### src/rtl/eros_xbar_varlat_n_to_one.sv
// N-to-1 OBI crossbar: round-robin arbitration with request locking, and an
// in-order ID FIFO that routes each slave response back to its issuing master.

package eros_obi_pkg;

    typedef struct packed {
        logic        req;
        logic        we;
        logic [3:0]  be;
        logic [31:0] addr;
        logic [31:0] wdata;
    } obi_req_t;

    typedef struct packed {
        logic        gnt;
        logic        rvalid;
        logic [31:0] rdata;
    } obi_resp_t;

endpackage

module eros_xbar_varlat_n_to_one #(
    parameter int unsigned XBAR_NMASTER    = 2,
    parameter int unsigned MAX_OUTSTANDING = 2,
    parameter type         obi_req_t       = eros_obi_pkg::obi_req_t,
    parameter type         obi_resp_t      = eros_obi_pkg::obi_resp_t
) (
    input  logic      clk_i,
    input  logic      rst_i,
    input  obi_req_t  master_req_i  [XBAR_NMASTER],
    output obi_resp_t master_resp_o [XBAR_NMASTER],
    output obi_req_t  slave_req_o,
    input  obi_resp_t slave_resp_i,
    output logic      unexpected_rsp_o
);

    localparam int unsigned IdxWidth = (XBAR_NMASTER > 1) ? $clog2(XBAR_NMASTER) : 1;
    localparam int unsigned PtrWidth = (MAX_OUTSTANDING > 1) ? $clog2(MAX_OUTSTANDING) : 1;
    localparam int unsigned CntWidth = $clog2(MAX_OUTSTANDING + 1);

    logic [IdxWidth-1:0] rr_q;
    logic [IdxWidth-1:0] lock_idx_q;
    logic                lock_q;
    logic [IdxWidth-1:0] sel;
    logic [IdxWidth-1:0] cand;
    logic                found;
    logic                eligible;
    logic                fifo_full;
    logic                slave_req_valid;
    logic                accept;
    logic                pop;
    logic [IdxWidth-1:0] head_idx;
    logic [IdxWidth-1:0] id_fifo_q [MAX_OUTSTANDING];
    logic [PtrWidth-1:0] rd_ptr_q;
    logic [PtrWidth-1:0] wr_ptr_q;
    logic [CntWidth-1:0] count_q;
    logic                unexpected_q;

    function automatic logic [IdxWidth-1:0] next_idx(input logic [IdxWidth-1:0] v);
        if (v == IdxWidth'(XBAR_NMASTER - 1)) return '0;
        else return v + IdxWidth'(1);
    endfunction

    function automatic logic [PtrWidth-1:0] next_ptr(input logic [PtrWidth-1:0] p);
        if (p == PtrWidth'(MAX_OUTSTANDING - 1)) return '0;
        else return p + PtrWidth'(1);
    endfunction

    // A locked master keeps the port even if it drops req; otherwise scan from rr.
    always_comb begin
        found    = 1'b0;
        sel      = rr_q;
        cand     = rr_q;
        eligible = 1'b0;
        for (int i = 0; i < int'(XBAR_NMASTER); i++) begin
            if (!found && master_req_i[cand].req) begin
                sel   = cand;
                found = 1'b1;
            end
            cand = next_idx(cand);
        end
        if (lock_q) begin
            sel      = lock_idx_q;
            eligible = master_req_i[lock_idx_q].req;
        end else begin
            eligible = found;
        end
    end

    // A full FIFO blocks new requests even when a response pops this cycle.
    assign fifo_full       = (count_q == CntWidth'(MAX_OUTSTANDING));
    assign slave_req_valid = eligible & ~fifo_full & ~rst_i;
    assign accept          = slave_req_valid & slave_resp_i.gnt;
    assign pop             = slave_resp_i.rvalid & (count_q != '0) & ~rst_i;
    assign head_idx        = id_fifo_q[rd_ptr_q];

    always_comb begin
        slave_req_o     = master_req_i[sel];
        slave_req_o.req = slave_req_valid;
        for (int m = 0; m < int'(XBAR_NMASTER); m++) begin
            master_resp_o[m]        = '0;
            master_resp_o[m].gnt    = accept && (sel == IdxWidth'(m));
            master_resp_o[m].rvalid = pop && (head_idx == IdxWidth'(m));
            master_resp_o[m].rdata  = slave_resp_i.rdata;
        end
    end

    always_ff @(posedge clk_i or posedge rst_i) begin
        if (rst_i) begin
            rr_q       <= '0;
            lock_q     <= 1'b0;
            lock_idx_q <= '0;
        end else if (accept) begin
            lock_q <= 1'b0;
            rr_q   <= next_idx(sel);
        end else if (slave_req_valid) begin
            lock_q     <= 1'b1;
            lock_idx_q <= sel;
        end
    end

    always_ff @(posedge clk_i) begin
        if (accept) begin
            id_fifo_q[wr_ptr_q] <= sel;
        end
    end

    always_ff @(posedge clk_i or posedge rst_i) begin
        if (rst_i) begin
            rd_ptr_q <= '0;
            wr_ptr_q <= '0;
            count_q  <= '0;
        end else begin
            if (accept) wr_ptr_q <= next_ptr(wr_ptr_q);
            if (pop)    rd_ptr_q <= next_ptr(rd_ptr_q);
            if (accept && !pop)      count_q <= count_q + CntWidth'(1);
            else if (!accept && pop) count_q <= count_q - CntWidth'(1);
        end
    end

    always_ff @(posedge clk_i or posedge rst_i) begin
        if (rst_i) unexpected_q <= 1'b0;
        else       unexpected_q <= slave_resp_i.rvalid && (count_q == '0);
    end

    assign unexpected_rsp_o = unexpected_q;

endmodule
### config.mk
export PLATFORM = sky130hd
export DESIGN_NAME = eros_xbar_varlat_n_to_one
export DESIGN_NICKNAME = d
export VERILOG_FILES = /design/src/rtl/eros_xbar_varlat_n_to_one.sv
export SDC_FILE = /design/constraint.sdc
export NUM_CORES = 1
export LEC_CHECK = 0
export ABC_CLOCK_PERIOD_IN_PS = 5100
export CAP_MARGIN = 30
export CORE_AREA = 2 2 121 123
export DETAILED_ROUTE_END_ITERATION = 8
export DIE_AREA = 0 0 123 125
export PLACE_DENSITY = 0.58
export SLEW_MARGIN = 20
export SYNTH_ARGS = -nofsm -noshare
export SYNTH_HDL_FRONTEND = slang
export SYNTH_SLANG_ARGS = --single-unit
### constraint.sdc
create_clock -name clk_i -period 5.1 [get_ports clk_i]
set_input_delay 1.02 -clock clk_i [delete_from_list [all_inputs] [get_ports clk_i]]
set_output_delay 1.02 -clock clk_i [all_outputs]
set_load 0.03 [all_outputs]
After elaboration in Yosys (flattened, before gate mapping)
Memory sizes are Yosys's and may differ from the RTL's.
Cells that the tools add are included.
W data, S select, Z words.
{ "totals": {"ramBits": 2, "input_bits": 176, "memories": 1, "word_cells": 76, "output_inout_bits": 139, "ff_bits": 8} }
{ "classes": {"n_mux": 27, "bitwise_logic": 14, "add_sub_neg": 6, "eq_ne": 1, "reduce_logical": 16, "magnitude_cmp": 4} }
{ "mem_list": {"columns": ["memory", "words", "word_bits", "rd", "rd_clocked_by_memory_dff", "write_ports", "line_no", "text"], "rows": [
  ["id_fifo_q", 2, 1, 1, 0, 1, "53", "logic [IdxWidth-1:0] id_fifo_q [MAX_OUTSTANDING];"]
]} }
{ "op_table": {"columns": ["cell", "n"], "rows": [
  ["$mux W70", 9],
  ["$mux W69", 3],
  ["$mux W1", 13],
  ["$ge A2 B2 Y1 const B", 4],
  ["$logic_and A1 B1 Y1", 8],
  ["$not A1 Y2", 4],
  ["$reduce_bool A2 Y1", 3],
  ["$and A1 B1 Y1", 5],
  ["$not A1 Y1", 5],
  ["$add A1 B1 Y1 const B", 4],
  ["$mux W2", 2],
  ["$logic_not A1 Y1", 3],
  ["$add A2 B1 Y2 const B", 1],
  ["$eq A2 B2 Y1 const B", 1],
  ["$logic_not A2 Y1", 1],
  ["$reduce_and A2 Y1", 1],
  ["$sub A2 B1 Y2 const B", 1]
]} }

Longest topological paths before layout
{ "depth": {"word_depth": 16, "mapped_depth": 7} }

Least setup slack after synthesis
Ideal clock, no wire load.
{ "synth_path": {"path_type": "input port to output port", "from": "input port rst_i", "to": "output port master_resp_o[67] (netlist bit)", "path_buffers": 0, "cell_stages": 4, "required_time_ns": 4.080, "arrival_time_ns": 2.176, "slack_ns": 1.904, "path_cell_list": "inv_1 -> nand2_1 -> nor4_4 -> nor2b_1"} }
{ "synth_rtl": {"columns": ["item", "line_no", "text"], "rows": [
  ["start: declaration", "29", "input logic rst_i,"],
  ["end: declaration", "31", "output obi_resp_t master_resp_o [XBAR_NMASTER],"]
]} }

==> results.yml <==
run_status:
  status: "complete, no violations"
cts:
  cts_h_tree_lvls: 1
  post_cts_resized: 0
  tritoncts.num_buffers: 3
  clk_pin_slew_ns: 0.04
  cts_setup_buffers: 0
  holdBufCountCts: 0
  numClockSinks: 10
  cts_tree: "done"
  clk-insertion-delay-late_ns: 0.23
  cts_root_buffer_type: "sky130_fd_sc_hd__clkbuf_16"
  cts-root-to-sink-buffers: 2
logic_synthesis:
  post_syn_area_per_cell_um2: 11.19
  post_synth_instance_area_um2: 2092
  synthXorXnorAreaFrac_pct: 2.093
  yosys.cell_types.count: 31
  netlist_instances: 187
  yosys.cell_count.top_type: "sky130_fd_sc_hd__buf_4"
  synth-adder-area-share_pct: 0.5981
  synth_sequential_area_ratio_pct: 12.44
  synth_edf_count: 2
  ys_async_sr_fraction_pct: 80.00
  ys_warn_count: 0
  ys_top_cells_by_area: "sky130_fd_sc_hd__mux2_4 (39%), sky130_fd_sc_hd__buf_4 (23%), sky130_fd_sc_hd__dfrtp_1 (9.6%), sky130_fd_sc_hd__mux2_2 (5.4%), sky130_fd_sc_hd__buf_8 (3.6%)"
  yosys-mux-area-fraction_pct: 48.50
  synth_simple_gate_area_share_pct: 5.323
  fraction_of_the_mapped_netlist_area_in_compound_gates_pct: 2.273
  syn_nets: 364
  synth_top_family_by_area: "multiplexers"
  synth_top_cells_by_count: "sky130_fd_sc_hd__buf_4 (65), sky130_fd_sc_hd__mux2_4 (55), sky130_fd_sc_hd__mux2_2 (10)"
  synth_top_area_cell: "sky130_fd_sc_hd__mux2_4"
  synth_top_flop_cell: "sky130_fd_sc_hd__dfrtp_1"
  synth_largest_type_area_fraction_pct: 39.47
  synth_seq_cells: 10
sta:
  final_hold_viol_count: 0
  slew_headroom_pct: 71.51
  timing.setup.tns_ns: 0
  hold-worst-slack_ns: 0.4929
  slew_violations: 0
  tightest_slew_ns: 0.4235
  setup-violations-final: 0
  timing.final.crit_share_pct: 84.24
  fmaxAchievable_mhz: 232.8
  final_critical_period_ns: 4.296
  final_setup_slack_of_the_worst_path_ns: 0.8040
  fin_skew_ns: 0.002105
  grt_setup_unrepaired: "no"
setup_path:
  critical_path_required_ns: 4.08
  worst-r2r-cell-count: 8
  timing.rr.end: "count_q[1]$_DFFE_PP0P_"
  crit_path_start: "master_req_i[139]"
  ff2ff_setup_slack_ns: 3.36
  critPathCaptureType: "primary output"
  rr_startpoint: "lock_q$_DFFE_PP0P_"
  cp_cell_sequence: "clkdlybuf4s50_1, a21o_1, o21ai_4, buf_4, mux2_1, clkdlybuf4s50_1"
  path_max_fanout: 27
  worst-setup-path-type: "in2out"
  worst_setup_path_start_kind: "primary input"
  timing.critical_path.slowest_cell_delay_ns: 0.59
  endpoint_arrival_time_on_the_critical_path_ns: 3.28
  critical_path.most_common_cell: "sky130_fd_sc_hd__clkdlybuf4s50_1"
  cp-endpoint: "slave_req_o[39]"
  timing.critical_path.slowest_stage_cell: "sky130_fd_sc_hd__clkdlybuf4s50_1"
finish:
  layout-drive-gt1-share_pct: 22.65
  layout.cells.non_filler: 524
  final_core_util_pct: 28.53
  area_growth_syn_to_fin_pct: 93.72
  fill_cells: 1475
  ant_diodes: 0
  design_area_um2: 4053
  fin_nets: 518
floorplanning:
  core.rowCount: 44
  dieArea_um2: 15380
  design.portCount: 315
  initial_core_util_pct: 14.73
  core_area_um2: 14200
  chipHeight_um: 125
  die_w_um: 123
job:
  drv.max_cap_violation_count: 0
min_path:
  hold_path_class: "reg2reg"
pwr:
  report.power.total_mw: 1.996
  share_clk_of_total_power_pct: 7.7
  power_density_nw_per_um2: 492.6
  internal_power_mw: 1.106
  power.share.sequential_pct: 7.4
  power_leakage_nw: 1.630
  switchingPower_uw: 890.3
  sw_frac_of_total_pct: 44.60
  combinational_power_share_pct: 84.9
  maximum_vdd_drop_mv: 0.3148
route:
  drc_errors: 0
  detail_route.vias_per_cell: 3.609
  drt_pre_antenna_iters: 3
  detail_route.iter0.violations: 21
  routedWlPerCell_um: 14.13
  routed_wirelength_um: 7403
  detailroute.via_count: 1891
  drt.antenna.violating_nets: 0
global_routing:
  global_route_wire_length_before_repair_um: 10070
  antenna_found_initial: 0
  gr-usage-all-layers_pct: 8.326
  grt_overflow: 0
  first_global_vias: 1853
  pin_count_of_the_biggest_net_entering_global_routing: 49
place:
  post-dp-hpwl_um: 6493
  pre_cts_setup_slack_ns: 0.7758
  place_congestion: 0.7079
  postPlaceCellArea_um2: 3964
  port_buffers: 218
  post-place-cells: 520
==> worst max-delay path, delay by kind of cell <==
family          cells  cell delay [ns]
compound gates      2             0.41
buf+inv             3             1.44
mux                 1             0.36
==> area by class of cell <==
cell class	instances	area [um2]	share of cell area (%)
clock buffer	4	88.84	2.192
tap	184	230.2	5.681
inverter	3	11.26	0.2779
multi-input combinational	101	1237	30.53
timing repair buffer	222	2225	54.89
sequential	10	260.3	6.422
==> state kept, by name (all words and copies together), names as in the netlist <==
register,flops
count_q,2
id_fifo_q,2
lock_idx_q,1
lock_q,1
rd_ptr_q,1
rr_q,1
unexpected_rsp_o,1
wr_ptr_q,1
==> power by group through the flow <==
stage	combinational (mW)	sequential [mW]	clock (mW)
floorplan	1.28	0.145	0
CTS	1.72	0.148	0.156
detailed placement	1.72	0.148	0
global placement	1.70	0.147	0
finish	1.70	0.147	0.153
global route	1.78	0.152	0.162
==> per-layer routing <==
layer  up-vias  global-route usage (%)  share of wire [%]
met4         0                   1.404               0.36
li1        882                       -                  -
met3         2                   4.334                 16
met1       833                   9.424                 37
met2       174                   14.07                 46
met5         -                       0                  0
==> layout by cell type, fill, tap and decap left out, types with 2 or more instances in the layout <==
master,synthesis,final
sky130_fd_sc_hd__and2_1,2,2
sky130_fd_sc_hd__buf_4,65,3
sky130_fd_sc_hd__clkbuf_16,0,3
sky130_fd_sc_hd__clkdlybuf4s50_1,0,218
sky130_fd_sc_hd__dfrtp_1,8,8
sky130_fd_sc_hd__edfxtp_1,2,2
sky130_fd_sc_hd__inv_1,3,3
sky130_fd_sc_hd__mux2_1,5,5
sky130_fd_sc_hd__mux2_2,10,10
sky130_fd_sc_hd__mux2_4,55,55
sky130_fd_sc_hd__mux2i_1,2,2
sky130_fd_sc_hd__nand2_1,2,2
sky130_fd_sc_hd__nor2_1,3,3
sky130_fd_sc_hd__nor2b_1,3,3
sky130_fd_sc_hd__xnor2_1,2,2
sky130_fd_sc_hd__xor2_1,3,3
==> cells by family after synthesis <==
kind of cell             after synthesis
AND/OR/NAND/NOR                       17
multiplexers                          72
flip-flops                            10
AO/OA/AOI/OAI                          6
XOR/XNOR                               5
buffers and inverters                 76
adder cells (fa/ha/maj)                1
==> how the worst min path moves through the flow <==
stage,start,end,slack [ns],cells after the start
after global placement,wr_ptr_q$_DFFE_PP0N_,wr_ptr_q$_DFFE_PP0N_,0.47,1
after floorplan,wr_ptr_q$_DFFE_PP0N_,wr_ptr_q$_DFFE_PP0N_,0.46,1
after CTS,wr_ptr_q$_DFFE_PP0N_,wr_ptr_q$_DFFE_PP0N_,0.50,1
after detailed placement,rd_ptr_q$_DFFE_PP0P_,rd_ptr_q$_DFFE_PP0P_,0.49,1
final,wr_ptr_q$_DFFE_PP0N_,wr_ptr_q$_DFFE_PP0N_,0.49,1
after global routing,wr_ptr_q$_DFFE_PP0N_,wr_ptr_q$_DFFE_PP0N_,0.51,1
Power figures use the tool's default switching activity.
